## src/rtl/gamepad_pmod_serializer_if.sv

```systemverilog
// ============================================================================
// gamepad_pmod_serializer_if
// Parallel snapshot inputs and serial Pmod outputs of the gamepad serializer.
// Revision: 1.0
// ============================================================================
`default_nettype none

interface gamepad_pmod_serializer_if #(
    parameter int NUM_PADS = 1
);
    localparam int BIT_WIDTH = 12 * NUM_PADS;

    logic                 start;
    logic [BIT_WIDTH-1:0] buttons;
    logic [NUM_PADS-1:0]  present;
    logic                 pmod_data;
    logic                 pmod_clk;
    logic                 pmod_latch;
    logic                 busy;
    logic                 done;

    modport master (
        output start, buttons, present,
        input  pmod_data, pmod_clk, pmod_latch, busy, done
    );

    modport slave (
        input  start, buttons, present,
        output pmod_data, pmod_clk, pmod_latch, busy, done
    );
endinterface

`default_nettype wire

```

## src/rtl/gamepad_pmod_serializer.sv

```systemverilog
// ============================================================================
// gamepad_pmod_serializer
// Shifts a snapshot of 1 or 2 pads' buttons out MSB first, then pulses latch.
// Revision: 1.0
// ============================================================================
`default_nettype none

module gamepad_pmod_serializer #(
    parameter int NUM_PADS   = 1,
    parameter int CLK_DIV    = 4,
    parameter int GAP_CYCLES = 16,
    parameter bit AUTO       = 1'b0
) (
    input  wire logic                  clk,
    input  wire logic                  rst_n,
    gamepad_pmod_serializer_if.slave   bus
);
    localparam int BIT_WIDTH = 12 * NUM_PADS;
    localparam int DIV_W     = $clog2(CLK_DIV + 1);
    localparam int BIT_W     = $clog2(BIT_WIDTH);
    localparam int GAP_W     = $clog2(GAP_CYCLES + 1);

    localparam logic [DIV_W-1:0] c_div_last = DIV_W'(CLK_DIV - 1);
    localparam logic [BIT_W-1:0] c_bit_last = BIT_W'(BIT_WIDTH - 1);
    localparam logic [GAP_W-1:0] c_gap_last = GAP_W'(GAP_CYCLES - 1);

    if (NUM_PADS != 1 && NUM_PADS != 2) begin : g_bad_num_pads
        $error("NUM_PADS must be 1 or 2");
    end
    if (CLK_DIV < 3) begin : g_bad_clk_div
        $error("CLK_DIV must be at least 3");
    end
    if (GAP_CYCLES < 1) begin : g_bad_gap
        $error("GAP_CYCLES must be at least 1");
    end

    typedef enum logic [2:0] {
        IDLE  = 3'd0,
        LOW   = 3'd1,
        HIGH  = 3'd2,
        LATCH = 3'd3,
        GAP   = 3'd4
    } state_t;

    state_t               r_state;
    logic [BIT_WIDTH-1:0] r_shreg;
    logic [DIV_W-1:0]     r_div;
    logic [BIT_W-1:0]     r_bit;
    logic [GAP_W-1:0]     r_gap;
    logic                 r_data;
    logic                 r_pclk;
    logic                 r_latch;
    logic                 r_busy;
    logic                 r_done;
    logic [BIT_WIDTH-1:0] w_snapshot;

    // Absent pads read as all-released, which the receiver treats as unplugged.
    for (genvar i = 0; i < NUM_PADS; i++) begin : g_pad
        assign w_snapshot[12*i +: 12] = bus.present[i] ? bus.buttons[12*i +: 12] : 12'hFFF;
    end

    always_ff @(posedge clk or negedge rst_n) begin
        if (!rst_n) begin
            r_state <= IDLE;
            r_shreg <= '0;
            r_div   <= '0;
            r_bit   <= '0;
            r_gap   <= '0;
            r_data  <= 1'b0;
            r_pclk  <= 1'b0;
            r_latch <= 1'b0;
            r_busy  <= 1'b0;
            r_done  <= 1'b0;
        end else begin
            r_done <= 1'b0;
            case (r_state)
                IDLE: begin
                    if (AUTO || bus.start) begin
                        r_shreg <= w_snapshot;
                        r_bit   <= c_bit_last;
                        r_div   <= '0;
                        r_data  <= w_snapshot[BIT_WIDTH-1];
                        r_busy  <= 1'b1;
                        r_state <= LOW;
                    end
                end
                LOW: begin
                    if (r_div == c_div_last) begin
                        r_div   <= '0;
                        r_pclk  <= 1'b1;
                        r_state <= HIGH;
                    end else begin
                        r_div <= r_div + 1'b1;
                    end
                end
                HIGH: begin
                    if (r_div == c_div_last) begin
                        r_div  <= '0;
                        r_pclk <= 1'b0;
                        if (r_bit == '0) begin
                            r_data  <= 1'b0;
                            r_latch <= 1'b1;
                            r_state <= LATCH;
                        end else begin
                            // Next bit is presented together with the falling clock edge.
                            r_shreg <= r_shreg << 1;
                            r_data  <= r_shreg[BIT_WIDTH-2];
                            r_bit   <= r_bit - 1'b1;
                            r_state <= LOW;
                        end
                    end else begin
                        r_div <= r_div + 1'b1;
                    end
                end
                LATCH: begin
                    if (r_div == c_div_last) begin
                        r_div   <= '0;
                        r_latch <= 1'b0;
                        r_done  <= 1'b1;
                        r_gap   <= '0;
                        r_state <= GAP;
                    end else begin
                        r_div <= r_div + 1'b1;
                    end
                end
                GAP: begin
                    if (r_gap == c_gap_last) begin
                        r_busy  <= 1'b0;
                        r_state <= IDLE;
                    end else begin
                        r_gap <= r_gap + 1'b1;
                    end
                end
                default: r_state <= IDLE;
            endcase
        end
    end

    assign bus.pmod_data  = r_data;
    assign bus.pmod_clk   = r_pclk;
    assign bus.pmod_latch = r_latch;
    assign bus.busy       = r_busy;
    assign bus.done       = r_done;

endmodule

`default_nettype wire
```

## src/flat_wrapper.sv

```systemverilog
// flat-port wrapper written by rule: the top's interface ports become plain ports
module gamepad_pmod_serializer_flat 
#(
    parameter int NUM_PADS   = 1,
    parameter int CLK_DIV    = 4,
    parameter int GAP_CYCLES = 16,
    parameter bit AUTO       = 1'b0
)
  (clk, rst_n, bus_start, bus_buttons, bus_present, bus_pmod_data, bus_pmod_clk, bus_pmod_latch, bus_busy, bus_done);
  gamepad_pmod_serializer_if #(.NUM_PADS(NUM_PADS)) bus_i ();
  input  wire logic clk;
  input  wire logic rst_n;
  input wire logic [$bits(bus_i.start)-1:0] bus_start;
  input wire logic [$bits(bus_i.buttons)-1:0] bus_buttons;
  input wire logic [$bits(bus_i.present)-1:0] bus_present;
  output wire logic [$bits(bus_i.pmod_data)-1:0] bus_pmod_data;
  output wire logic [$bits(bus_i.pmod_clk)-1:0] bus_pmod_clk;
  output wire logic [$bits(bus_i.pmod_latch)-1:0] bus_pmod_latch;
  output wire logic [$bits(bus_i.busy)-1:0] bus_busy;
  output wire logic [$bits(bus_i.done)-1:0] bus_done;
  assign bus_i.start = bus_start;
  assign bus_i.buttons = bus_buttons;
  assign bus_i.present = bus_present;
  assign bus_pmod_data = bus_i.pmod_data;
  assign bus_pmod_clk = bus_i.pmod_clk;
  assign bus_pmod_latch = bus_i.pmod_latch;
  assign bus_busy = bus_i.busy;
  assign bus_done = bus_i.done;
  gamepad_pmod_serializer #(.NUM_PADS(NUM_PADS), .CLK_DIV(CLK_DIV), .GAP_CYCLES(GAP_CYCLES), .AUTO(AUTO)) u_core (.clk(clk), .rst_n(rst_n), .bus(bus_i));
endmodule
```

## config.mk

```make
export PLATFORM = sky130hd
export DESIGN_NAME = gamepad_pmod_serializer_flat
export DESIGN_NICKNAME = d
export VERILOG_FILES = /design/src/rtl/gamepad_pmod_serializer_if.sv /design/src/rtl/gamepad_pmod_serializer.sv /design/src/flat_wrapper.sv
export SDC_FILE = /design/constraint.sdc
export NUM_CORES = 1
export LEC_CHECK = 0
export BUFFER_PORTS_ARGS = -buffer_cell sky130_fd_sc_hd__buf_4
export CAP_MARGIN = 0
export CELL_PAD_IN_SITES_DETAIL_PLACEMENT = 0
export CELL_PAD_IN_SITES_GLOBAL_PLACEMENT = 2
export CORE_ASPECT_RATIO = 1.4
export CORE_MARGIN = 2
export CORE_UTILIZATION = 32
export CTS_CLUSTER_DIAMETER = 200
export CTS_CLUSTER_SIZE = 40
export DETAILED_ROUTE_END_ITERATION = 10
export GPL_TIMING_DRIVEN = 0
export PLACE_DENSITY_LB_ADDON = 0.1
export REMOVE_ABC_BUFFERS = 1
export SETUP_SLACK_MARGIN = 0.5
export SKIP_LAST_GASP = 1
export SLEW_MARGIN = 20
export SYNTH_ARGS = -nofsm -noshare
export SYNTH_HDL_FRONTEND = slang
export SYNTH_SLANG_ARGS = --single-unit
```

## constraint.sdc

```tcl
create_clock -name clk -period 1.8 [get_ports clk]
set_input_delay 0.36 -clock clk [delete_from_list [all_inputs] [get_ports clk]]
set_output_delay 0.36 -clock clk [all_outputs]
set_load 0.05 [all_outputs]
```

After elaboration in Yosys (flattened, before gate mapping)
Index checks and enable logic that the tools add are counted.
{"block": "classes", "add_sub_neg": 3, "n_eq_ne": 14, "mux": 37, "n_reduce_logical": 17}
{"cell": "11-bit two-way mux", "n": 3}
{"cell": "11-bit one-hot mux with 2 select lines", "n": 1}
{"cell": "3-bit two-way mux", "n": 7}
{"cell": "3-bit one-hot mux with 5 select lines", "n": 1}
{"cell": "12-bit two-way mux", "n": 1}
{"cell": "4-bit two-way mux", "n": 3}
{"cell": "3-bit AND reduction", "n": 4}
{"cell": "2-bit nonzero test", "n": 6}
{"cell": "1-bit two-way mux", "n": 11}
{"cell": "5-bit two-way mux", "n": 2}
{"cell": "2-bit by 1-bit inequality test with 1-bit output, second input constant", "n": 5}
{"cell": "5-bit one-hot mux with 2 select lines", "n": 1}
{"cell": "3-bit by 2-bit equality test with 1-bit output, second input constant", "n": 3}
{"cell": "1-bit one-hot mux with 2 select lines", "n": 4}
{"cell": "4-bit one-hot mux with 2 select lines", "n": 1}
{"cell": "4-bit AND reduction", "n": 2}
{"cell": "2-bit inequality test, second input constant", "n": 3}
{"cell": "3-bit one-hot mux with 2 select lines", "n": 1}
{"cell": "5-bit by 1-bit adder with 5-bit output, second input constant", "n": 1}
{"cell": "5-bit by 4-bit equality test with 1-bit output, second input constant", "n": 1}
{"cell": "5-bit AND reduction", "n": 1}
{"cell": "4-bit zero test", "n": 1}
{"cell": "4-bit by 1-bit subtractor with 4-bit output, second input constant", "n": 1}
{"cell": "3-bit by 1-bit adder with 3-bit output, second input constant", "n": 1}
{"cell": "other kinds (6)", "n": 6}
{"block": "word_totals", "regBits": 31, "input_bits": 16, "output_inout_bits": 5, "elab_cells": 81}

Longest topological paths before layout
{"block": "depth", "word_depth": 4, "mapped_depth": 7}

Least setup slack after synthesis
OpenSTA, ideal clock, no wires.
{"block": "synth_timing", "kind": "register to register", "from": "reg u_core.r_gap[0]", "to": "reg u_core.r_gap[2]", "setup_ns": 0.122, "arrival_ns": 1.695, "required_ns": 1.678, "path_slack_ns": -0.017, "path_stages_with_launch": 7, "n_path_buf": 0, "path_cell_list": "dfrtp_1 ha_1 and3_1 ha_1 nor4b_1 a31oi_1 a32o_1"}
{"block": "synth_between", "elab_chain_len": 3}
{"element": "from (decl)", "line": "gamepad_pmod_serializer.sv:49", "source": "logic [GAP_W-1:0] r_gap;"}
{"element": "from (signal assigned)", "line": "gamepad_pmod_serializer.sv:131", "source": "r_gap <= r_gap + 1'b1;"}
{"element": "5-bit by 1-bit adder with 5-bit output or 5-bit by 4-bit equality test with 1-bit output (tied branches)", "line": "gamepad_pmod_serializer.sv:131, gamepad_pmod_serializer.sv:127"}
{"element": "5-bit two-way mux or 2-bit inequality test (tied branches)"}
{"element": "5-bit one-hot mux with 2 select lines or 3-bit AND reduction (tied branches)"}
Parallel ways exist; a longest one is shown, timed or not. The select of a mux whose other input is x is not followed.
A chain may end at the register's enable or synchronous reset.

Worst setup path after layout
{"block": "layout_timing", "from": "reg u_core.r_bit[0]", "to": "reg u_core.r_shreg[0]"}
{"block": "layout_between", "elab_chain_len": 3}
{"element": "from (decl)", "line": "gamepad_pmod_serializer.sv:48", "source": "logic [BIT_W-1:0] r_bit;"}
{"element": "from (signal assigned)", "line": "gamepad_pmod_serializer.sv:80", "source": "r_bit <= c_bit_last;"}
{"element": "from (signal assigned)", "line": "gamepad_pmod_serializer.sv:108", "source": "r_bit <= r_bit - 1'b1;"}
{"element": "4-bit zero test", "line": "gamepad_pmod_serializer.sv:100", "source": "if (r_bit == '0) begin"}
{"element": "2-bit inequality test (no source line)"}
{"element": "4-bit AND reduction (no source line)"}
{"element": "to (signal assigned)", "line": "gamepad_pmod_serializer.sv:79", "source": "r_shreg <= w_snapshot;"}
{"element": "to (signal assigned)", "line": "gamepad_pmod_serializer.sv:106", "source": "r_shreg <= r_shreg << 1;"}
{"element": "to (decl)", "line": "gamepad_pmod_serializer.sv:46", "source": "logic [BIT_WIDTH-1:0] r_shreg;"}
No other way between the ends.

==> flow_metrics.env <==
export IMPL_r2r_end="u_core.r_shreg[0]"
export IMPL_final_util_pct=50.2
export IMPL_vias=1368
export IMPL_cts_path_max_buffers=2
export IMPL_wire_per_inst_um=15.4
export IMPL_start_util_pct=33.6
export IMPL_end_kind="register"
export IMPL_critPathLaunchType="register"
export IMPL_switchingPower_mw=1.47
export IMPL_pwr_share_clk_pct=16.2
export IMPL_rsz0062_at_grt="yes"
export IMPL_cpMaxStageDelayCell="or3b_4"
export IMPL_period_needed_ns=1.75
export IMPL_fillers=456
export IMPL_grt_pass1_wl_um=6780
export IMPL_overflow=0
export IMPL_stdcell_area_mm2=0.00230
export IMPL_regToRegStartpoint="u_core.r_bit[0]"
export IMPL_pwr_share_comb_pct=52.5
export IMPL_cts_hold_buf=0
export IMPL_dpl_instance_area_mm2=0.00173
export IMPL_r2r_cells=7
export IMPL_wl_um=4050
export IMPL_cts_tree="done"
export IMPL_cap_viol_max_count=0
export IMPL_worst_r2r_setup_slack_ns=0.05
export IMPL_syn_inst=149
export IMPL_fin_crit_sh_pct=97.0
export IMPL_cts_sinks=31
export IMPL_irDropWorstVdd_uv=610
export IMPL_drv_slew=0
export IMPL_coreArea_mm2=0.00457
export IMPL_sw_frac_of_total_pct=39.4
export IMPL_std_cell_rows=29
export IMPL_root_buffer="clkbuf_8"
export IMPL_crit_chain="inv_2, ha_4, or3b_4, and2_4, o21ai_4, buf_6, a32o_1"
export IMPL_cp_data_arrival_time_ns=1.97
export IMPL_yosys_warnings=0
export IMPL_synth_async_reset_ratio_pct=100
export IMPL_max_freq_ghz=0.573
export IMPL_cp_max_fo=8
export IMPL_grt_use_total_pct=16.2
export IMPL_dieArea_mm2=0.00538
export IMPL_synth_edf_count=0
export IMPL_worstPathBufferInverterCount=2
export IMPL_ant_nets=0
export IMPL_io_buffers=20
export IMPL_internal_power_mw=2.27
export IMPL_power_density_mw_per_mm2=1630
export IMPL_status="complete, no violations"
export IMPL_yosys_area_top_type="dfrtp_1"
export IMPL_placedCellCount=225
export IMPL_fin_cells=262
export IMPL_cts_made_buffers=5
export IMPL_gp_congestion=0.690
export IMPL_grt_pass1_vias=1406
export IMPL_required_ns=2.02
export IMPL_antenna_found_initial=0
export IMPL_ys_flop_type="dfrtp_1"
export IMPL_leakagePower_nw=0.987
export IMPL_die_w_um=62.5
export IMPL_dr_pass1_iters=4
export IMPL_die_h_um=86.0
export IMPL_p_total_mw=3.74
export IMPL_ioPinCount=21
export IMPL_pwr_share_seq_pct=31.3
export IMPL_max_slew_margin_pct=71.9
export IMPL_setup_violations=0
export IMPL_synth_top_cell_area_share_pct=50.5
export IMPL_dp_slack_ns=-0.297
export IMPL_synth_area_leaders="dfrtp_1 51%, o21ai_0 6.8%, o22ai_1 4.5%"
export IMPL_netlist_area_mm2=0.00154
export IMPL_setup_worst_path_class="register to register"
export IMPL_area_growth_pct=49.6
export IMPL_fin_ws_ns=0.0544
export IMPL_viasPerCell=5.22
export IMPL_yosysUniqueCellTypes=42
export IMPL_ys_seq_elements=31
export IMPL_slowest_delay_ns=0.41
export IMPL_hold_path_class="input pin to async pin"
export IMPL_antenna_cells=0
export IMPL_drc=0
export IMPL_layout_drive_gt1_share_pct=52.5
export IMPL_final_net_count=219
export IMPL_ys_seq_area_share_pct=50.5
export IMPL_syn_avg_cell_area_um2=10.3
export IMPL_dpl_hpwl_um=2570
export IMPL_finalHoldViolations=0
export IMPL_grt_max_degree=32
export IMPL_ctsHtreeMaxLevel=2
export IMPL_clk_pin_slew_worst_paths_ns=0.07
export IMPL_worst_pin_slew_ns=0.421
export IMPL_drtIter0Drc=30
export IMPL_fin_worst_skew_ns=0.00558
export IMPL_cp_top_family="simple AND/OR/NAND/NOR gates"
export IMPL_clk_latency_ns=0.28
[kinds of logic after synthesis]
group                      share of synthesized area, %
buffers and inverters                              4.08
muxes                                              3.42
adders and majority gates                          3.26
xor gates and xnor gates                          0.571
AOI/OAI and AO/OA                                  23.8
DFF                                                50.5
and+or+nand+nor                                    14.3
[synthesized netlist by cell type (all sizes together), types with 2 or more instances]
cell type,instances
dfrtp,31
o21ai,26
o22ai,11
inv,7
nand2,6
nor2,6
a21oi,5
nor3,5
a211oi,4
buf,4
ha,4
a22o,3
a31oi,3
and3,3
mux2i,3
nand2b,3
a32o,2
clkbuf,2
mux2,2
nor2b,2
o21a,2
or2,2
or3b,2
[cell type report]
type / instances / area [µm²] / area share [%]
Multi-Input combinational cell: 105 / 902 / 39.3
Tap cell: 62 / 77.6 / 3.38
Clock buffer: 8 / 100 / 4.36
Inverter: 7 / 26.3 / 1.14
Sequential cell: 31 / 779 / 34.0
Timing Repair Buffer: 49 / 410 / 17.9
[flip-flops by register name (all words and copies together), names as in the netlist]
name                   count
u_core.r_state             3
u_core.r_bit               4
u_core.r_gap               5
u_core.bus.busy            1
u_core.bus.pmod_data       1
u_core.bus.pmod_latch      1
u_core.r_shreg            11
u_core.r_div               3
u_core.bus.pmod_clk        1
u_core.bus.done            1
[placed cells by master (no fill, tap or decap), types with 4 or more instances in the layout]
master	count
o22ai_1	10
buf_4	40
nand2_1	4
o21ai_0	12
dfrtp_1	28
buf_6	8
o21ai_1	7
a211oi_2	4
o21ai_2	6
inv_1	4
clkbuf_8	7
[worst max-delay path by stage]
stage                    start           endpoint  slack, ns  cells past startpoint
6_report       u_core.r_bit[0]  u_core.r_shreg[0]       0.05                      7
5_1_grt        u_core.r_gap[1]    u_core.r_gap[2]     -0.009                      7
4_1_cts        u_core.r_gap[1]    u_core.r_gap[2]       0.03                      7
3_5_place_dp   u_core.r_gap[0]    u_core.r_gap[2]      -0.30                      6
3_3_place_gp   u_core.r_gap[0]    u_core.r_gap[2]      -0.26                      6
2_1_floorplan  u_core.r_gap[0]    u_core.r_gap[2]      -0.02                      6
[power by group through the flow]
stage	clock network, mW	registers, mW	logic (mW)
after floorplan	0	1.24	0.787
after global placement	0	1.19	1.16
after detailed placement	0	1.21	1.19
after CTS	0.624	1.16	1.74
after global routing	0.657	1.20	2.15
final	0.606	1.17	1.96
[stage by stage]
step	hold WS [ns]	setup TNS (ns)
after floorplan	0.0644	-0.0263
after global placement	0.321	-2.56
after detailed placement	0.329	-3.09
after CTS	0.0204	0
after global routing	0.0309	-0.0115
final	0.00745	0
[metal layers]
metal	vias up	share of wire (%)	track usage, %
met1	688	39	17.4
met5	-	0	0
met2	22	56	30.9
met3	4	3.3	4.20
met4	0	0.99	4.85
li1	654	-	-
[timing repair]
item	CTS	global route
pin swaps	26	7
gates resized for setup	48	17
buffers inserted	19	10
setup endpoints to repair	31	29
Power figures use the tool's default switching activity.
